`src/rtl/fibo_bus_ctrl.sv`:
```
// Sequencing controller for the shared-bus Fibonacci datapath (R0, R1, T, adder S).
// Optional overflow abort is enabled by defining FIBO_CTRL_OVF_STOP_EN.
module fibo_bus_ctrl #(
   parameter int CNT_W = 8
) (
   input  logic             clk,
   input  logic             rst,
   input  logic             start,
   input  logic [CNT_W-1:0] n_steps,
   input  logic             carry,
   output logic [2:0]       oe,
   output logic [2:0]       ld,
   output logic             clr,
   output logic             term,
   output logic             busy,
   output logic             done,
   output logic             ovf,
   output logic [CNT_W-1:0] step_cnt
);

   typedef enum logic [2:0] {
      IDLE   = 3'd0,
      INIT   = 3'd1,
      SUM    = 3'd2,
      MOVE   = 3'd3,
      COMMIT = 3'd4,
      FIN    = 3'd5
   } state_t;

   state_t           state;
   state_t           nxt;
   logic [CNT_W-1:0] n_lat;
   logic [2:0]       ld_q;
   logic             ovf_q;
   logic             abort;

`ifdef FIBO_CTRL_OVF_STOP_EN
   assign abort = (state == SUM) && carry;
`else
   logic unused_carry;
   assign unused_carry = carry;
   assign abort = 1'b0;
`endif

   always_comb begin
      nxt = state;
      case (state)
         IDLE:    nxt = start ? INIT : IDLE;
         INIT:    nxt = (n_lat == '0) ? FIN : SUM;
         SUM:     nxt = abort ? FIN : MOVE;
         MOVE:    nxt = COMMIT;
         COMMIT:  nxt = ((step_cnt + CNT_W'(1)) == n_lat) ? FIN : SUM;
         FIN:     nxt = IDLE;
         default: nxt = IDLE;
      endcase
   end

   // Outputs are registered from the next state so they change only at clock edges.
   always_ff @(posedge clk or posedge rst) begin
      if (rst) begin
         state    <= IDLE;
         n_lat    <= '0;
         oe       <= 3'b010;
         ld_q     <= 3'b000;
         clr      <= 1'b0;
         term     <= 1'b0;
         busy     <= 1'b0;
         done     <= 1'b0;
         ovf_q    <= 1'b0;
         step_cnt <= '0;
      end else begin
         state <= nxt;
         if (state == IDLE && start) begin
            n_lat    <= n_steps;
            step_cnt <= '0;
            ovf_q    <= 1'b0;
         end else if (state == COMMIT) begin
            step_cnt <= step_cnt + CNT_W'(1);
         end
         if (abort) ovf_q <= 1'b1;

         oe   <= 3'b010;
         ld_q <= 3'b000;
         clr  <= 1'b0;
         term <= 1'b0;
         busy <= 1'b0;
         done <= 1'b0;
         case (nxt)
            INIT: begin
               clr  <= 1'b1;
               busy <= 1'b1;
            end
            SUM: begin
               oe   <= 3'b001;
               ld_q <= 3'b100;
               busy <= 1'b1;
            end
            MOVE: begin
               ld_q <= 3'b001;
               busy <= 1'b1;
            end
            COMMIT: begin
               oe   <= 3'b100;
               ld_q <= 3'b010;
               term <= 1'b1;
               busy <= 1'b1;
            end
            FIN:     done <= 1'b1;
            default: ;
         endcase
      end
   end

   // A carried sum must not reach T, so the SUM load is suppressed in the same cycle.
   assign ld = abort ? 3'b000 : ld_q;

`ifdef FIBO_CTRL_OVF_STOP_EN
   assign ovf = ovf_q;
`else
   logic unused_ovf;
   assign unused_ovf = ovf_q;
   assign ovf = 1'b0;
`endif

endmodule

```
`config.mk`:
```
export PLATFORM = sky130hd
export DESIGN_NAME = fibo_bus_ctrl
export DESIGN_NICKNAME = d
export VERILOG_FILES = /design/src/rtl/fibo_bus_ctrl.sv
export SDC_FILE = /design/constraint.sdc
export NUM_CORES = 1
export LEC_CHECK = 0
export BUFFER_PORTS_ARGS = -buffer_cell sky130_fd_sc_hd__clkbuf_2
export CORE_MARGIN = 3
export CORE_UTILIZATION = 50
export CTS_CLUSTER_DIAMETER = 100
export CTS_CLUSTER_SIZE = 25
export DETAILED_ROUTE_END_ITERATION = 10
export PLACE_DENSITY = 0.75
export SKIP_CTS_REPAIR_TIMING = 1
export SLEW_MARGIN = 20
export SYNTH_ARGS = -nofsm -noshare
export SYNTH_HDL_FRONTEND = slang
export SYNTH_SLANG_ARGS = --single-unit
```
`constraint.sdc`:
```
create_clock -name clk -period 1.9 [get_ports clk]
set_input_delay 0.285 -clock clk [delete_from_list [all_inputs] [get_ports clk]]
set_output_delay 0.285 -clock clk [all_outputs]
set_load 0.005 [all_outputs]
```
# After elaboration in Yosys (flattened, before gate mapping)
# Index checks and enable logic that the tools add are counted.
[word_totals] inputBits=12 rom_bits=0 out_inout_bits=19 ram_bits=0 elab_cells=37 mem_count=0 latch_bits=0 regBits=29
[op_classes] mul=0 shift=0 n_div=0 bitwise=0 n_eq_ne=10 add_sub_neg=1 n_mux=12 reduce_logical=5 magnitude_cmp=0
[ops] operator="8-bit 2-to-1 mux" n=2
[ops] operator="3-bit case mux with 5 select lines" n=1
[ops] operator="3-bit by 2-bit equality test with 1-bit output (second input constant)" n=4
[ops] operator="3-bit equality test (second input constant)" n=3
[ops] operator="3-bit case mux with 3 select lines" n=1
[ops] operator="8-bit by 1-bit adder with 8-bit output (second input constant)" n=1
[ops] operator="8-bit equality test" n=1
[ops] operator="8-bit zero test" n=1
[ops] operator="3-bit by 1-bit equality test with 1-bit output (second input constant)" n=2
[ops] operator="3-bit 2-to-1 mux" n=2
[ops] operator="3-bit case mux with 2 select lines" n=1
[ops] operator="1-bit 2-to-1 mux" n=5
[ops] operator="4-bit OR reduction" n=1
[ops] operator="3-bit zero test" n=1
[ops] operator="2-bit nonzero test" n=1
[ops] operator="1-bit logical AND" n=1

# Logic depth before layout (Yosys ltp)
[depth] ltp_word=7 depth_mapped=7 mapped_depth_nobuf=6

# Least setup slack after synthesis
# No wires, ideal clock.
[synth_timing] kind="reg2reg" start="register step_cnt[0]" end="register ld_q[2] (netlist: ld[2])" arrival_ns=1.644 setup_slack_ns=0.136 required_time_ns=1.780 stages_incl_launch_ff=8 path_cell_list="dfrtp_1 -> ha_1 -> buf_2 -> xnor3_1 -> nand3_1 -> a211oi_2 -> a31oi_2 -> a31o_1"
[synth_between] elab_chain_cells=6 elab_cells_between_ends=8 classes_between="add/sub: 1; eq/ne: 4; mux: 3"
[synth_rtl] element="start: declaration" line="18" rtl="output logic [CNT_W-1:0] step_cnt"
[synth_rtl] element="start signal: assignment" line="78" rtl="step_cnt <= step_cnt + CNT_W'(1);"
[synth_rtl] element="8-bit by 1-bit adder with 8-bit output *" line="52" rtl="COMMIT: nxt = ((step_cnt + CNT_W'(1)) == n_lat) ? FIN : SUM;"
[synth_rtl] element="8-bit equality test *" line="52"
[synth_rtl] element="3-bit 2-to-1 mux *" line="52"
[synth_rtl] element="3-bit case mux with 5 select lines *" line="47" rtl="case (state)"
[synth_rtl] element="3-bit equality test / 3-bit by 2-bit equality test with 1-bit output (equally long branches)" line="88" rtl="case (nxt)"
[synth_rtl] element="3-bit case mux with 3 select lines *" line="88"
[synth_rtl] element="end signal: assignment" line="64" rtl="ld_q <= 3'b000;"
[synth_rtl] element="end signal: assignment" line="95" rtl="ld_q <= 3'b100;"
[synth_rtl] element="end signal: assignment" line="99" rtl="ld_q <= 3'b001;"
[synth_rtl] element="end: declaration" line="33" rtl="logic [2:0] ld_q;"
# Mark *: on every way between the ends. The rest lies on a longest branch, timed or not.
# A chain may end at the register's enable or synchronous reset.

# Worst setup path in the final report
[layout_timing] start="register step_cnt[6]" end="register ld_q[2] (netlist: ld[2])"
# Same word-level chain as after synthesis.

==> impl_metrics.csv <==
group,metric,value,unit
worst_setup_path,crit_path_cell_trace,"nand4_1 -> or3_1 -> a211oi_2 -> a31oi_2 -> a31o_1",
cts,root_buffer,"clkbuf_4",
synthesis,synth_nets,141,
die,num_rows,18,
placed_design,port_buffers,28,
timing,setup-violations-final,0,
timing,final-hold-violation-count,10,
layout,filler_cell_count,222,
timing,slew_headroom,0.5853,
layout,layout_common_cells,"clkbuf_2, dfrtp_1, o21ai_0, nand2_1",
pwr,worst_ir_drop_vdd,0.0008587,V
status,status,"finished with violations",
timing,drv_slew,0,
synthesis,synth_edf_count,0,
layout,drive_gt1_frac,0.3654,
timing,skew,0.005668,ns
layout,antenna_cells,0,
cts,clk_latency,0.32,ns
detailed_routing,vias_per_cell,5.624,
grt,grt_pass1_vias,963,
worst_setup_path,critPathMaxFanout,6,
detailed_routing,route.detailed.drc,0,
grt,grt_max_degree,18,
layout,multi_input_area,623.1,um^2
detailed_routing,vias,1046,
job,cap_violations,0,
grt,grt_pass1_wl,4326,um
synthesis,ys_types,39,
pwr,powerDensity,1304,nW/um^2
pwr,p_seq_frac,0.474,
worst_setup_path,critPathKind,"reg -> reg",
placed_design,dp_hpwl,2023,um
synthesis,synth_area,1379,um^2
pwr,switching_power,0.7678,mW
timing,tightest_slew,0.6214,ns
layout,nets,170,
timing,finalWorstSetupSlack,0.1117,ns
pwr,pwr-share-clk,0.121,
worst_setup_path,crit_required,2.13,ns
cts,cts-htree-levels,1,
synthesis,synth_cells,128,
worst_setup_path,start_kind,"register",
pwr,report.power.total,2.061,mW
die,start_util,0.5418,
die,die_area,3424,um^2
timing,fin_tns_setup,0,ns
synthesis,synth_warnings,0,
timing,fmax,559.2,MHz
cts,clock_path_buffers,2,
placed_design,post-place-ws,0.06512,ns
timing,rsz0062_at_grt,"no",
timing,whs,-0.007149,ns
detailed_routing,totalWireLength,2541,um
cts,numCtsBuffers,3,
synthesis,synthArstFlopShare,1.000,
worst_setup_path,critPathMaxStageDelay,0.46,ns
pwr,combPwrFrac,0.405,
layout,area_growth,14.61,%
worst_setup_path,arrival,2.02,ns
grt,antenna_found_initial,0,
status,failed_checks,"negative hold slack",
synthesis,avgSynthCellArea,10.77,um^2
layout,regArea,678.2,um^2
die,num_io_pins,31,
cts,cts.clk_slew.worst_paths,0.15,ns
placed_design,gp_congestion,0.9127,
timing,fin_crit,1.788,ns
die,core,2545,um^2
min_path,hold_class,"in -> async",
pwr,leakage,0.7315,nW
pwr,internal-power,1.293,mW
synthesis,ys_seq_area_frac,0.4909,
cts,cts_num_sinks,27,
die,die_w,58.52,um
detailed_routing,drt_iter0_markers,24,
layout,utilization,0.6209,
timing,fin_crit_sh,0.9412,
cts,cts_tree,"built",
worst_setup_path,end_kind,"register",
layout,final_common_cell,"clkbuf_2",
detailed_routing,ant_nets,0,
pwr,p_sw_frac,0.3726,
detailed_routing,drt_first_pass_iters,4,
detailed_routing,wire_per_inst,13.66,um
grt,track_usage,0.1653,
synthesis,synthFlopType,"dfrtp_1",
die,die_height,58.52,um
synthesis,synth-seq-cells,27,
worst_setup_path,slowest_stage,"dfrtp_2",
grt,grt_overflow,0,
==> critical path: cells and delay by family, from the launching register on <==
kind / cells / cell delay (ns)
and+or+nand+nor: 2 / 0.55
AOI/OAI and AO/OA: 3 / 0.69
DFF: 1 / 0.46
==> cell type report <==
class,count,area share
Sequential cell,27,0.4291
Inverter,3,0.007126
Tap cell,30,0.02375
Clock inverter,1,0.004751
Timing Repair Buffer,36,0.1267
Clock buffer,3,0.01425
Multi-Input combinational cell,86,0.3943
==> cells by family after synthesis <==
kind of cell | after synthesis | synth area share
buffers and inverters | 15 | 0.05988
adders and majority gates | 1 | 0.009073
muxes | 9 | 0.07260
AOI/OAI and AO/OA | 29 | 0.1443
other | 1 | 0.002720
and+or+nand+nor | 36 | 0.1470
xor gates and xnor gates | 10 | 0.07350
DFF | 27 | 0.4909
==> per-layer routing <==
| metal | global-route usage | wire (um) |
|---|---|---|
| met1 | 0.2303 | 1165 |
| met3 | 0.02412 | 160 |
| met2 | 0.2584 | 1183 |
| met4 | 0.06954 | 32 |
| met5 | 0 | 0 |
==> path summary, 6_finish.rpt <==
check,from,endpoint,slack [ns],cells past startpoint
min reg2reg,step_cnt[7],step_cnt[7],0.56,1
min,rst,done,-0.007,2
min in group clk,n_steps[7],n_lat[7],0.19,2
max,step_cnt[6],ld[2],0.11,5
max in group asynchronous,rst,step_cnt[6],1.31,3
max reg2reg,step_cnt[6],ld[2],0.11,5
==> through the flow <==
stage                     cells  area, um^2
after floorplan             128        1379
after global placement      182        1545
after detailed placement    182        1545
after CTS                   186        1575
after global routing        186        1580
final                       186        1580
==> registers in the layout, summed over array words and instances (netlist names) <==
register	count
n_lat	8
step_cnt	8
oe	3
state	3
ld	2
busy	1
clr	1
done	1
==> power by group through the flow <==
| stage | registers, mW | clock network [mW] | logic (mW) |
|---|---|---|---|
| floorplan | 0.927 | 0 | 0.682 |
| global placement | 0.979 | 0 | 0.807 |
| detailed placement | 0.990 | 0 | 0.840 |
| CTS | 0.977 | 0.260 | 0.845 |
| global route | 1.01 | 0.282 | 0.943 |
| finish | 0.976 | 0.249 | 0.835 |
==> synth_stat cells (2+ instances only) <==
cell | instances | area [um^2]
dfrtp_1 | 26 | 650.6
o21ai_0 | 10 | 50.05
nand2_1 | 9 | 33.78
mux2_2 | 8 | 90.09
nor2_1 | 7 | 26.28
xnor2_1 | 6 | 52.55
and3_1 | 5 | 31.28
a31oi_1 | 4 | 25.02
buf_4 | 4 | 30.03
clkbuf_1 | 4 | 15.01
o31ai_1 | 4 | 30.03
buf_2 | 3 | 15.01
inv_1 | 3 | 11.26
nand3_1 | 3 | 15.01
xor2_1 | 3 | 26.28
a31o_1 | 2 | 17.52
nand4_1 | 2 | 12.51
nor3_1 | 2 | 10.01
nor4_1 | 2 | 12.51
o41ai_1 | 2 | 17.52
(Power assumes the default switching activity.)
